File: src/rtl/uart_rx_param.sv
// Oversampling UART receiver: majority-vote bit sampling, false-start rejection,
// parity/framing/break detection and a one-entry valid/ready output register.
module uart_rx_param #(
   parameter int DATA   = 8,
   parameter int PARITY = 0,
   parameter int STOP   = 1,
   parameter int OSR    = 16
) (
   input  logic            i_divided_clk,
   input  logic            i_rst,
   input  logic            i_en,
   input  logic            i_rx,
   input  logic            i_ready,
   output logic [DATA-1:0] o_data,
   output logic            o_valid,
   output logic            o_parity_err,
   output logic            o_frame_err,
   output logic            o_break,
   output logic            o_overrun,
   output logic            o_busy
);
   localparam int M  = OSR / 2;
   localparam int TW = $clog2(OSR);
   localparam int BW = $clog2(DATA + 1);

   typedef enum logic [2:0] {
      S_IDLE, S_START, S_DATA, S_PARITY, S_STOP, S_WAIT_HIGH
   } state_t;

   typedef struct packed {
      logic [DATA-1:0] data;
      logic            parity_err;
      logic            frame_err;
      logic            brk;
   } frame_t;

   state_t          state;
   logic            sync1, rs, rs_prev;
   logic [TW-1:0]   tick;
   logic [BW-1:0]   bit_cnt;
   logic [DATA-1:0] shreg;
   logic            smp_a, smp_b;
   logic            par_acc, frm_acc, any_one;
   logic            pend;
   frame_t          pend_frm;
   logic            maj, tick_dec, tick_last, last_bit, last_stop, par_err;

   assign maj       = (smp_a & smp_b) | (smp_a & rs) | (smp_b & rs);
   assign tick_dec  = (tick == TW'(M + 1));
   assign tick_last = (tick == TW'(OSR - 1));
   assign last_bit  = (bit_cnt == BW'(DATA - 1));
   assign last_stop = (bit_cnt == BW'(STOP - 1));
   // par_acc holds XOR of data bits and the parity sample by the time STOP is reached
   assign par_err   = (PARITY != 0) && (par_acc != (PARITY == 1));

   always_ff @(posedge i_divided_clk or posedge i_rst) begin
      if (i_rst) begin
         sync1   <= 1'b1;
         rs      <= 1'b1;
         rs_prev <= 1'b1;
      end else begin
         sync1   <= i_rx;
         rs      <= sync1;
         rs_prev <= rs;
      end
   end

   always_ff @(posedge i_divided_clk or posedge i_rst) begin
      if (i_rst) begin
         state    <= S_IDLE;
         tick     <= '0;
         bit_cnt  <= '0;
         shreg    <= '0;
         smp_a    <= 1'b0;
         smp_b    <= 1'b0;
         par_acc  <= 1'b0;
         frm_acc  <= 1'b0;
         any_one  <= 1'b0;
         pend     <= 1'b0;
         pend_frm <= '0;
         o_busy   <= 1'b0;
      end else begin
         pend <= 1'b0;
         if (i_en) begin
            if (state != S_IDLE && state != S_WAIT_HIGH) begin
               tick <= tick_last ? '0 : tick + TW'(1);
               if (tick == TW'(M - 1)) smp_a <= rs;
               if (tick == TW'(M))     smp_b <= rs;
            end
            case (state)
               S_IDLE: begin
                  if (!rs && rs_prev) begin
                     state   <= S_START;
                     tick    <= '0;
                     par_acc <= 1'b0;
                     frm_acc <= 1'b0;
                     any_one <= 1'b0;
                     o_busy  <= 1'b1;
                  end
               end
               S_START: begin
                  if (tick_dec && maj) begin
                     state  <= S_IDLE;
                     tick   <= '0;
                     o_busy <= 1'b0;
                  end else if (tick_last) begin
                     state   <= S_DATA;
                     bit_cnt <= '0;
                  end
               end
               S_DATA: begin
                  if (tick_dec) begin
                     for (int i = 0; i < DATA; i++)
                        if (bit_cnt == BW'(i)) shreg[i] <= maj;
                     par_acc <= par_acc ^ maj;
                     any_one <= any_one | maj;
                  end
                  if (tick_last) begin
                     if (last_bit) begin
                        state   <= (PARITY != 0) ? S_PARITY : S_STOP;
                        bit_cnt <= '0;
                     end else begin
                        bit_cnt <= bit_cnt + BW'(1);
                     end
                  end
               end
               S_PARITY: begin
                  if (tick_dec) begin
                     par_acc <= par_acc ^ maj;
                     any_one <= any_one | maj;
                  end
                  if (tick_last) begin
                     state   <= S_STOP;
                     bit_cnt <= '0;
                  end
               end
               S_STOP: begin
                  if (tick_dec) begin
                     if (last_stop) begin
                        // leave mid-bit so the next start edge can arrive up to half a bit early
                        pend                <= 1'b1;
                        pend_frm.data       <= shreg;
                        pend_frm.parity_err <= par_err;
                        pend_frm.frame_err  <= frm_acc | !maj;
                        pend_frm.brk        <= !(any_one | maj);
                        state               <= maj ? S_IDLE : S_WAIT_HIGH;
                        tick                <= '0;
                        o_busy              <= !maj;
                     end else begin
                        frm_acc <= frm_acc | !maj;
                        any_one <= any_one | maj;
                     end
                  end else if (tick_last) begin
                     bit_cnt <= bit_cnt + BW'(1);
                  end
               end
               S_WAIT_HIGH: begin
                  if (rs) begin
                     state  <= S_IDLE;
                     o_busy <= 1'b0;
                  end
               end
               default: begin
                  state  <= S_IDLE;
                  o_busy <= 1'b0;
               end
            endcase
         end
      end
   end

   always_ff @(posedge i_divided_clk or posedge i_rst) begin
      if (i_rst) begin
         o_data       <= '0;
         o_valid      <= 1'b0;
         o_parity_err <= 1'b0;
         o_frame_err  <= 1'b0;
         o_break      <= 1'b0;
         o_overrun    <= 1'b0;
      end else begin
         if (o_valid && i_ready) begin
            o_valid   <= 1'b0;
            o_overrun <= 1'b0;
         end
         if (pend) begin
            if (!o_valid || i_ready) begin
               o_data       <= pend_frm.data;
               o_parity_err <= pend_frm.parity_err;
               o_frame_err  <= pend_frm.frame_err;
               o_break      <= pend_frm.brk;
               o_valid      <= 1'b1;
            end else begin
               o_overrun <= 1'b1;
            end
         end
      end
   end
endmodule

File: config.mk
export PLATFORM = sky130hd
export DESIGN_NAME = uart_rx_param
export DESIGN_NICKNAME = d
export VERILOG_FILES = /design/src/rtl/uart_rx_param.sv
export SDC_FILE = /design/constraint.sdc
export NUM_CORES = 1
export LEC_CHECK = 0
export CORE_ASPECT_RATIO = 0.75
export CORE_UTILIZATION = 62
export DETAILED_ROUTE_END_ITERATION = 8
export PLACE_DENSITY_LB_ADDON = 0.08
export SYNTH_ARGS = -nofsm -noshare
export SYNTH_HDL_FRONTEND = slang
export SYNTH_SLANG_ARGS = --single-unit
File: constraint.sdc
create_clock -name i_divided_clk -period 5.72 [get_ports i_divided_clk]
set_input_delay 0.572 -clock i_divided_clk [delete_from_list [all_inputs] [get_ports i_divided_clk]]
set_output_delay 0.572 -clock i_divided_clk [all_outputs]
set_load 0.005 [all_outputs]
==> key figures <==
Outcome
  – Status: finished clean

STA
  – Setup_tns: 0 ns
  – Final setup margin: 3.473 ns
  – Worst-margin pin slew: 0.9884 ns
  – Setup violators final: 0
  – Final Hold Fails: 0
  – Relative slew slack: 34.01%
  – WHS: 0.3598 ns
  – Final Critical Period: 2.247 ns
  – RSZ-0062 raised after global routing: false
  – Max Clock Skew: 0.008893 ns
  – Fmax: 0.4451 GHz
  – Final max-slew violation count: 0
  – Fin crit share: 39.28%

Clocking
  – TritonCTS clock tree: done
  – H-tree depth: 2
  – CTS Hold Bufs: 0
  – Worst skew pair latency: 0.30 ns
  – Post-CTS sizing: 0
  – Clock Pin Slew Worst Setup and Hold Paths: 0.09 ns
  – Post-CTS setup buffer count: 0
  – Clk sinks: 50
  – Clock Tree Buf Depth: 2
  – CTS root buf: clkbuf_8
  – CTS buffer count: 5

Yosys
  – Syn nets: 239
  – Seq/Total Area, Yosys: 51.25%
  – Distinct cells, synth: 48
  – Mapped cell area: 2449 um^2
  – Top FF cell, synth: dfrtp_1
  – Warnings from Yosys: 0
  – #FFs+latches synth: 50
  – Cells after synthesis: 227
  – Synth Area per Inst: 10.79 um^2
  – Ys async rst share: 100.0%
  – Post-synth EDFFs: 0

Floorplanning
  – Die Area: 4207 um^2
  – Die width: 74.57 um
  – Core ar.: 3709 um^2
  – Row cnt: 19
  – Die height: 56.43 um
  – Initial Util: 66.03%
  – IO Pins: 19

Placed design
  – Gpl congestion: 0.8125
  – Post-place setup slack: 3.241 ns
  – Port Buffers: 17
  – HPWL Detailed: 3308 um

Global route
  – Largest net degree at the start of global routing: 51
  – Vias in the first global route: 1,685
  – Antenna violations before repair: 0
  – GR Overflow Total: 0
  – First-pass GRT wire length: 8211 um
  – Gr usage total: 25.85%

Worst setup path
  – Arr. time, crit path: 2.43 ns
  – Crit path capture type: flop
  – Worst endpoint required time: 5.90 ns
  – Crit. Startpoint: bit_cnt[0]
  – Max FO, Critical Path: 13
  – R2r startpoint: bit_cnt[0]
  – Worst setup path class: flop to flop
  – Setup slack, reg-to-reg: 3.47 ns
  – Worst reg2reg endpoint: pend_frm[3]
  – Reg2reg path depth: 7
  – Setup crit start kind: flop

Drt
  – Final ANT Viol Nets: 0
  – Initial DRC count: 133
  – DRT Wirelength: 4839 um
  – Total number of vias: 1,760
  – # DRC: 0
  – First-pass DRT Iterations: 4
  – Vias per inst: 5.946
  – Routed WL per cell: 16.35 um

Cells and area
  – Area Growth Syn to Fin: 13.23%
  – NumNets Final: 255
  – Share of cells above drive strength 1: 18.85%
  – Post-layout util: 74.76%
  – Ant diodes: 0

Hold path
  – Min-Delay Endpoint: rs
  – Hold Path Depth: 0
  – Worst hold start: sync1
  – Worst min path class: flop to flop

Job
  – Max cap viols: 0

Pwr
  – Leak: 1.298 nW
  – Power per cell area: 322.0 nW/um^2
  – Worst VDD drop: 0.0002218 V
[logic make-up after synthesis]
family	share of synthesized area, %
AOI/OAI and AO/OA	11.96
and+or+nand+nor	19.98
other	0.1531
buffers and inverters	3.424
DFF	51.25
muxes	9.198
adders and majority gates	4.037
[where the power goes]
| part | leakage (nW) | total [mW] | internal, mW | switching, mW |
|---|---|---|---|---|
| Sequential | 0.661 | 0.431 | 0.389 | 0.0422 |
| Clock | 0.0714 | 0.301 | 0.186 | 0.114 |
| Combinational | 0.565 | 0.161 | 0.0693 | 0.0918 |
[cell usage in the layout (no fill, tap or decap), types with 4 or more instances in the layout]
master           count
o21ai_0              7
dfrtp_1             47
clkdlybuf4s50_1     17
nor2_1              10
nor3_1               5
nand2_1             43
a21oi_1              9
nand3_1              4
ha_1                 7
inv_1                6
nand2b_1             8
mux2_2              20
clkbuf_8             6
nor2b_1              4
[worst max path at each step]
stage	slack [ns]	depth (start not counted)	endpoint
final	3.47	7	pend_frm[3]
after global routing	3.32	7	pend_frm[3]
after CTS	3.48	7	pend_frm[3]
after detailed placement	3.24	5	pend_frm[3]
after global placement	3.39	5	pend_frm[10]
after floorplan	3.92	6	state[2]
[Yosys cell counts, types with 2 or more instances]
| cell | number | share of area, % |
|---|---|---|
| o21ai_0 | 7 | 1.4 |
| nand3b_1 | 3 | 0.92 |
| clkbuf_1 | 2 | 0.31 |
| mux2_2 | 20 | 9.2 |
| a22o_1 | 3 | 1.1 |
| and3b_1 | 2 | 0.72 |
| nand2b_1 | 8 | 2.0 |
| ha_1 | 7 | 3.6 |
| nor2_1 | 10 | 1.5 |
| nor2b_1 | 4 | 1.0 |
| buf_2 | 2 | 0.41 |
| a21o_1 | 3 | 0.92 |
| nor3b_2 | 2 | 1.0 |
| buf_4 | 3 | 0.92 |
| nand3_1 | 4 | 0.82 |
| o31ai_1 | 3 | 0.92 |
| dfstp_2 | 3 | 3.2 |
| a21oi_2 | 3 | 1.1 |
| nor3_1 | 5 | 1.0 |
| nand2_1 | 43 | 6.6 |
| a21oi_1 | 9 | 1.8 |
| nor4_1 | 3 | 0.77 |
| dfrtp_1 | 47 | 48 |
| inv_1 | 7 | 1.1 |
[flip-flops by register name, indices dropped and copies added, names as in the netlist, 3 cells and up]
register	count
bit_cnt	4
o_data	8
pend_frm	10
shreg	8
state	3
tick	4
[area by class of cell]
cell class	count	area [um^2]
tap	52	65.06
multi-input combinational	161	1110
clock inverter	2	60.06
clock buffer	6	82.58
sequential	50	1255
fill	268	935.9
inverter	8	30.03
timing repair buffer	17	170.2
[critical path, cell delays in order, from the launching register on]
cell and delay (ns):
dfrtp_1 0.45, inv_1 0.09, ha_1 0.24, and4bb_2 0.29, nand4_1 0.42, clkinv_1 0.38, nand2_1 0.18, nand2_1 0.07
[per-layer routing]
metal | routed length (um) | global-route usage (%)
met3 | 231 | 5.925
met1 | 2294 | 38.86
met4 | 29 | 3.774
met2 | 2284 | 39.25
met5 | 0 | 0
[stage by stage]
stage	power (mW)	std cells	cell area, um^2
floorplan	0.5540	227	2449
global placement	0.5808	288	2630
detailed placement	0.5947	288	2630
CTS	0.8948	296	2773
global route	0.9335	296	2773
finish	0.8927	296	2773
Note: power is estimated with default switching activity, not from simulation.
